### config.mk
export PLATFORM = sky130hd
export DESIGN_NAME = gate_sweep_ctrl
export DESIGN_NICKNAME = d
export VERILOG_FILES = /design/src/rtl/gate_sweep_pkg.sv /design/src/rtl/gate_expect.sv /design/src/rtl/gate_sweep_ctrl.sv
export SDC_FILE = /design/constraint.sdc
export NUM_CORES = 1
export LEC_CHECK = 0
export BUFFER_PORTS_ARGS = -buffer_cell sky130_fd_sc_hd__buf_2
export CELL_PAD_IN_SITES_DETAIL_PLACEMENT = 1
export CELL_PAD_IN_SITES_GLOBAL_PLACEMENT = 2
export CORE_ASPECT_RATIO = 0.6
export CORE_MARGIN = 8
export CORE_UTILIZATION = 38
export DETAILED_ROUTE_END_ITERATION = 6
export GPL_TIMING_DRIVEN = 0
export PLACE_DENSITY = 0.91
export SLEW_MARGIN = 20
export SYNTH_ARGS = -nofsm -noshare
export SYNTH_HDL_FRONTEND = slang
export SYNTH_SLANG_ARGS = --single-unit
### constraint.sdc
create_clock -name clk -period 3.3 [get_ports clk]
set_input_delay 0.66 -clock clk [delete_from_list [all_inputs] [get_ports clk]]
set_output_delay 0.66 -clock clk [all_outputs]
set_load 0.05 [all_outputs]
### src/rtl/gate_sweep_pkg.sv
// Shared types and constants for the gate-unit self-test sweep.
// Pure declarations; no timing of its own.
// No flow control; consumers use these values combinationally.
package gate_sweep_pkg;

  typedef enum logic [2:0] {
    ST_IDLE,
    ST_DRIVE,
    ST_SETTLE,
    ST_SAMPLE,
    ST_DONE
  } state_e;

  localparam int GATE_W      = 7;
  localparam int GATE_AND    = 0;
  localparam int GATE_OR     = 1;
  localparam int GATE_NOR    = 2;
  localparam int GATE_NOT    = 3;
  localparam int GATE_NAND   = 4;
  localparam int GATE_XNOR   = 5;
  localparam int GATE_XOR    = 6;
  localparam int NUM_VECTORS = 4;

  // Golden truth-table row for one (a, b) stimulus; NOT only looks at a.
  function automatic logic [GATE_W-1:0] gate_expected(input logic a, input logic b);
    logic [GATE_W-1:0] e;
    e            = '0;
    e[GATE_AND]  = a & b;
    e[GATE_OR]   = a | b;
    e[GATE_NOR]  = ~(a | b);
    e[GATE_NOT]  = ~a;
    e[GATE_NAND] = ~(a & b);
    e[GATE_XNOR] = ~(a ^ b);
    e[GATE_XOR]  = a ^ b;
    return e;
  endfunction

endpackage

### src/rtl/gate_expect.sv
// Expected gate-unit outputs for the currently driven (a, b) stimulus.
// Purely combinational, zero cycles.
// No flow control; output follows inputs continuously.
module gate_expect
  import gate_sweep_pkg::*;
(
  input  logic              a_i,
  input  logic              b_i,
  output logic [GATE_W-1:0] expected_o
);

  assign expected_o = gate_expected(a_i, b_i);

endmodule

### src/rtl/gate_sweep_ctrl.sv
// Sequences all four a/b vectors into the gate unit, settles, samples and scores them.
// done pulses NUM_PASSES*4*(SETTLE_CYC+2) edges after the edge that accepts start.
// start is ignored while busy; abort returns to IDLE next edge with results frozen.
module gate_sweep_ctrl
  import gate_sweep_pkg::*;
#(
  parameter int SETTLE_CYC = 4,
  parameter int NUM_PASSES = 1,
  parameter int ERR_W      = 8
) (
  input  logic              clk,
  input  logic              rst_n,
  input  logic              start,
  input  logic              abort,
  input  logic [GATE_W-1:0] gate_in,
  output logic              a_out,
  output logic              b_out,
  output logic              busy,
  output logic              done,
  output logic              pass,
  output logic [ERR_W-1:0]  err_count,
  output logic [3:0]        fail_vec
);

  localparam logic [7:0] SETTLE_LOAD = 8'(SETTLE_CYC - 1);
  localparam logic [3:0] PASS_LAST   = 4'(NUM_PASSES - 1);
  localparam logic [1:0] IDX_LAST    = 2'(NUM_VECTORS - 1);

  state_e             state_q;
  logic [1:0]         idx_q;
  logic [3:0]         pass_cnt_q;
  logic [7:0]         settle_q;
  logic               a_q, b_q, busy_q, done_q, pass_q;
  logic [ERR_W-1:0]   err_q;
  logic [ERR_W-1:0]   err_d;
  logic [3:0]         fail_q;
  logic [GATE_W-1:0]  exp_vec;
  logic               mismatch;

  // Expected row is derived from the registered stimulus actually on the wire.
  gate_expect u_expect (
    .a_i       (a_q),
    .b_i       (b_q),
    .expected_o(exp_vec)
  );

  // One error per bad vector sample, regardless of how many gate bits are wrong.
  always_comb begin
    mismatch = (gate_in != exp_vec);
    err_d    = (err_q == {ERR_W{1'b1}}) ? err_q : err_q + 1'b1;
  end

  // Sweep FSM with all outputs registered; abort overrides everything outside IDLE.
  always_ff @(posedge clk or negedge rst_n) begin
    if (!rst_n) begin
      state_q    <= ST_IDLE;
      idx_q      <= '0;
      pass_cnt_q <= '0;
      settle_q   <= '0;
      a_q        <= 1'b0;
      b_q        <= 1'b0;
      busy_q     <= 1'b0;
      done_q     <= 1'b0;
      pass_q     <= 1'b0;
      err_q      <= '0;
      fail_q     <= '0;
    end else begin
      done_q <= 1'b0;
      if (state_q != ST_IDLE && abort) begin
        state_q <= ST_IDLE;
        busy_q  <= 1'b0;
        a_q     <= 1'b0;
        b_q     <= 1'b0;
      end else begin
        case (state_q)
          ST_IDLE: begin
            if (start && !abort) begin
              state_q    <= ST_DRIVE;
              busy_q     <= 1'b1;
              err_q      <= '0;
              fail_q     <= '0;
              pass_q     <= 1'b0;
              idx_q      <= '0;
              pass_cnt_q <= '0;
            end
          end
          ST_DRIVE: begin
            a_q      <= idx_q[0];
            b_q      <= idx_q[1];
            settle_q <= SETTLE_LOAD;
            state_q  <= ST_SETTLE;
          end
          ST_SETTLE: begin
            if (settle_q == 8'd0) begin
              state_q <= ST_SAMPLE;
            end else begin
              settle_q <= settle_q - 8'd1;
            end
          end
          ST_SAMPLE: begin
            if (mismatch) begin
              err_q         <= err_d;
              fail_q[idx_q] <= 1'b1;
            end
            if (idx_q != IDX_LAST) begin
              idx_q   <= idx_q + 2'd1;
              state_q <= ST_DRIVE;
            end else if (pass_cnt_q != PASS_LAST) begin
              idx_q      <= '0;
              pass_cnt_q <= pass_cnt_q + 4'd1;
              state_q    <= ST_DRIVE;
            end else begin
              done_q  <= 1'b1;
              state_q <= ST_DONE;
            end
          end
          ST_DONE: begin
            pass_q  <= (err_q == '0);
            a_q     <= 1'b0;
            b_q     <= 1'b0;
            busy_q  <= 1'b0;
            state_q <= ST_IDLE;
          end
          default: begin
            state_q <= ST_IDLE;
          end
        endcase
      end
    end
  end

  assign a_out     = a_q;
  assign b_out     = b_q;
  assign busy      = busy_q;
  assign done      = done_q;
  assign pass      = pass_q;
  assign err_count = err_q;
  assign fail_vec  = fail_q;

endmodule

# == Word level (Yosys, flattened, before mapping) ==
# Index checks and enable logic that the tools add are counted.
# classes
magnitude_cmp,2
n_mux,37
eq_ne,16
reduce_logical,22
n_addsub,4
bitwise,9
# op_table
cell,n
two-way mux 8 bit,4
one-hot mux 8 bit (2 select lines),2
zero test 8 bit,2
two-way mux 4 bit,4
one-hot mux 4 bit (2 select lines),2
two-way mux 3 bit,5
"inequality test 2 bit, second input constant",7
one-hot mux 3 bit (4 select lines),1
two-way mux 1 bit,10
AND reduction 5 bit,2
"inequality test 3 bit, second input constant",3
nonzero test 3 bit,3
"adder 8 x 1 -> 8 bit, second input constant",1
"equality test 8 bit, second input constant",1
one-hot mux 1 bit (2 select lines),4
AND reduction 4 bit,2
"subtractor 8 x 1 -> 8 bit, second input constant",1
inequality test 7 bit,1
"equality test 3 x 2 -> 1 bit, second input constant",2
two-way mux 2 bit,3
AND reduction 3 bit,2
nonzero test 2 bit,3
NOT 1 bit,5
"adder 4 x 1 -> 4 bit, second input constant",1
other kinds (16),19
# totals
inputBits,11
elab_cells,101
regBits,34

# == Logic depth before layout (Yosys ltp) ==
# logic_depth
word_depth,7
mapped_depth,7
ltp_nobuf,7

# == Modules after synthesis ==
# A second synthesis with hierarchy kept.
# hier_totals
hier_cells,214
hier_area_um2,2020.7
# by_module_without_submodules
mod,cells_each,instances,area_per_inst_um2,seq_area_each_um2
gate_sweep_ctrl,205,1,1951.9,850.8
gate_expect,9,1,68.8,0.0

# == Worst setup path after synthesis ==
# OpenSTA, ideal clock, no wires.
# synth_path
path_kind,register to register
from,"register a_q, in the netlist a_out"
to,"register err_q[5], in the netlist err_count[5]"
path_slack_ns,0.977
period_less_slack_ns,2.323
setup_time_ns,0.097
n_path_buf,0
required_ns,3.203
path_stages_with_launch,8
arrival_ns,2.226
cell_sequence,dfrtp_1 inv_1 ha_1 or3b_1 a22oi_1 a41o_1 o31ai_1 o31ai_1
# synth_via
elab_chain_len,5
# synth_rtl
element,line,rtl
start: declaration,gate_sweep_ctrl.sv:33,"logic a_q, b_q, busy_q, done_q, pass_q;"
start signal: assignment,gate_sweep_ctrl.sv:88,a_q <= idx_q[0];
"OR 1 bit, or another cell as far along","gate_sweep_pkg.sv:29, gate_sweep_pkg.sv:30",
NOT 1 bit (on tied branches),"gate_sweep_pkg.sv:30, gate_sweep_pkg.sv:32, gate_sweep_pkg.sv:33",
inequality test 7 bit (*),gate_sweep_ctrl.sv:49,mismatch = (gate_in != exp_vec);
inequality test 2 bit (no source line) (*),n/a,
AND reduction 5 bit (no source line) (*),n/a,
end signal: assignment,gate_sweep_ctrl.sv:102,err_q <= err_d;
end: declaration,gate_sweep_ctrl.sv:34,logic [ERR_W-1:0] err_q;
# Mark *: on every way between the ends. The rest lies on a longest branch, timed or not.
# A chain may end at the register's enable or synchronous reset.

# == Final worst setup path ==
# layout_path
from,"register a_q, in the netlist a_out"
to,"register err_q[7], in the netlist err_count[7]"
# Same word-level chain as after synthesis.

==> out/metrics.cfg <==
[routing]
dr.pass1.iters=6
avgViaCountPerCell=5.521
routed_wl_mm=5.349
route.detailed.drc=0
drt_iter0_drc=84
via_count=1717
route.detailed.wl_per_inst_um=17.20
ant_nets=0

[clock_tree]
cts_resized=0
cts_hold_buf=0
clock_path_buffers=2
cts_setup_buffers=0
numCtsBuffers=5
clk-insertion-delay-late_ns=0.29
ctsRootBufferMaster=clkbuf_8
clock-sinks=34
tritoncts=built
htree_num_levels=2
path_clk_slew_ns=0.08

[setup_path]
required_ns=3.47
r2r-end=err_count[7]$_DFFE_PN0P_
cp_max_fo=7
cp.arrival_ns=2.51
cp_common_cell=o31ai_1
crit_chain=inv_1 -> ha_1 -> or3b_1 -> a22oi_1 -> a41o_1 -> o31ai_1 -> o31ai_1
critPathSlowestCell=dfrtp_1
crit_start=a_out$_DFFE_PN0P_
path_class=flop to flop
crit-reg2reg-launch=a_out$_DFFE_PN0P_
startpoint_type=flop
critical_path.endpoint=err_count[7]$_DFFE_PN0P_
ff2ff_path_depth=7
endpoint_kind=flop
reg2reg_slack_ns=0.96
critPathMaxStageDelay_ns=0.49
cp_top_family=compound AO/OA/AOI/OAI gates
cp_num_cells=7
critPathBufInv=1

[flow_run]
drv_cap=0

[placement]
hpwl_mm=3.957
gp_congestion=0.7747
dp_cells=303
numPortBuffers=26

[power]
leakagePower_uw=0.001082
worst_ir_drop_vdd_mv=0.1832
swShare=0.3353
combinationalPowerShare=0.233
p_int_uw=707.9
power.switching_uw=357.1
powerDensity_mw_per_mm2=459.6
power_frac_seq=0.463
clkPwrFrac=0.304

[synth]
yosys-top-cells-area=dfrtp_1 (42%), ha_1 (7.5%), nor2_1 (5.0%)
netlist_instances=211
yosysWarnings=0
syn_area_mm2=0.002013
synth_top_area_frac=0.4226
yosysSeqAreaShare=0.4226
synthDistinctLibCells=47
synth-main-ff-cell=dfrtp_1
syn_avg_cell_area_um2=9.541
yosysTopAreaCell=dfrtp_1
synth_seq_cells=34
synth-edff-count=0
synth.net_count=234
async_reset_ff_frac=1.000

[status]
status=finished, final reports clean

[min_path]
hp-class=input pin to asynchronous set/reset pin

[grt]
grt_pass1_wl_mm=9.101
grt_max_degree=35
grt_use_total=0.1470
antenna_found_initial=0
grt_pass1_vias=1821
grt_overflow=0

[layout]
n_fill_cell=596
nets=267
layout.cells.non_filler=311
area_growth_pct=15.10
n_antenna_cell=0
drive_gt1_frac=0.1714

[die]
die_w_um=110.0
die_h_um=72.38
dieArea_mm2=0.007959
rows=20
start_util=0.3963
core-area_mm2=0.005080
io_pins=28

[sta]
finalCriticalPeriod_ns=2.341
skew_ns=0.009173
maxSlewHeadroom=0.4761
setup_viol=0
drv_slew=0
timing.final.hold_violations=0
post-route-period-util=0.7094
setup_tns_ns=0
rsz0062_at_grt=no
tightest_slew_ns=0.7859
max_freq_mhz=427.2

## per-layer routing
layer	global-route usage	vias up	share of wire
li1	-	827	-
met1	0.1908	850	0.51
met2	0.2270	33	0.43
met3	0.03625	7	0.044
met4	0.06101	0	0.015
met5	0	-	0
## final cells by class
cell class,count,area (um^2),share of cell area
inverter,14,52.55,0.02268
multi-input combinational,155,1070,0.4617
tap,66,82.58,0.03564
clock buffer,7,86.33,0.03726
clock inverter,1,5.005,0.002160
buffer,8,40.04,0.01728
timing repair buffer,26,130.1,0.05616
sequential,34,850.8,0.3672
## logic make-up after synthesis
group,after synthesis,synth area share
and+or+nand+nor,81,0.2231
AOI/OAI and AO/OA,51,0.1846
DFF,34,0.4226
buffers and inverters,22,0.04599
adders and majority gates,12,0.07458
xor gates and xnor gates,9,0.03916
muxes,2,0.009944
## synthesized netlist by cell type, types with 2 or more instances
library cell  count
dfrtp_1          34
a22o_1            3
nand3b_1          3
nand2_1           5
inv_1            14
nand2b_1          7
xnor2_1           8
nor4b_1           2
nand3_1           8
o21ai_0           9
ha_1             12
clkbuf_1          4
a2bb2oi_1         2
nor2_1           27
o22ai_1           2
a21oi_1           8
nor3b_1           2
o21ai_1           5
or3b_1            3
mux2i_1           2
nor3_1            9
a41o_1            2
o31ai_1           9
a22oi_1           3
and3_1            4
buf_2             2
nor4_1            2
## registers in the layout, indices dropped and copies added, names as in the netlist
name and cells:
state_q 3, settle_q 8, err_count 8, idx_q 2, pass 1, pass_cnt_q 4, a_out 1, fail_vec 4
done 1, b_out 1, busy 1
## cells in the final DEF, fill, tap and decap left out, types with 3 or more instances in the layout
cell	n
clkbuf_8	6
ha_1	12
xnor2_1	8
nand3_1	8
nand3b_1	3
o21ai_1	5
clkbuf_1	5
dfrtp_1	34
nand2b_1	7
nor2_1	27
o21ai_0	9
and3_1	4
a21oi_1	8
a22o_1	3
nor3_1	9
or3b_1	3
nand2_1	5
o31ai_1	9
inv_1	14
a22oi_1	3
buf_2	28
## worst min path at each step
stage | endpoint | slack [ns] | cells past startpoint
after global routing | state_q[0]$_DFFE_PN0P_ | 0.50 | 1
after floorplan | a_out$_DFFE_PN0P_ | 0.36 | 0
final | err_count[0]$_DFFE_PN0P_ | 0.45 | 1
after global placement | fail_vec[1]$_DFFE_PN0P_ | 0.47 | 2
after detailed placement | fail_vec[0]$_DFFE_PN0P_ | 0.49 | 2
after CTS | state_q[0]$_DFFE_PN0P_ | 0.48 | 1
## power by group through the flow
stage	registers (uW)	logic [uW]	clock network, uW
2_1_floorplan	526	146	0
3_3_place_gp	497	239	0
3_5_place_dp	500	249	0
4_1_cts	492	250	329
5_1_grt	499	275	352
6_report	493	248	324
## per-stage QoR
step / hold slack (ns) / util / area (um^2) / worst slack [ns] / power, uW
after global placement: 0.4736 / 0.4382 / 2226 / 0.9153 / 735.6
after CTS: 0.4807 / 0.4562 / 2317 / 0.9772 / 1072
after global routing: 0.5043 / 0.4562 / 2317 / 0.8280 / 1126
after detailed placement: 0.4888 / 0.4382 / 2226 / 0.8644 / 749.3
after floorplan: 0.3644 / - / 2013 / 0.9771 / 672.0
final: 0.4509 / 0.4562 / 2317 / 0.9590 / 1065
No activity file was read; power rests on OpenSTA's default activity.
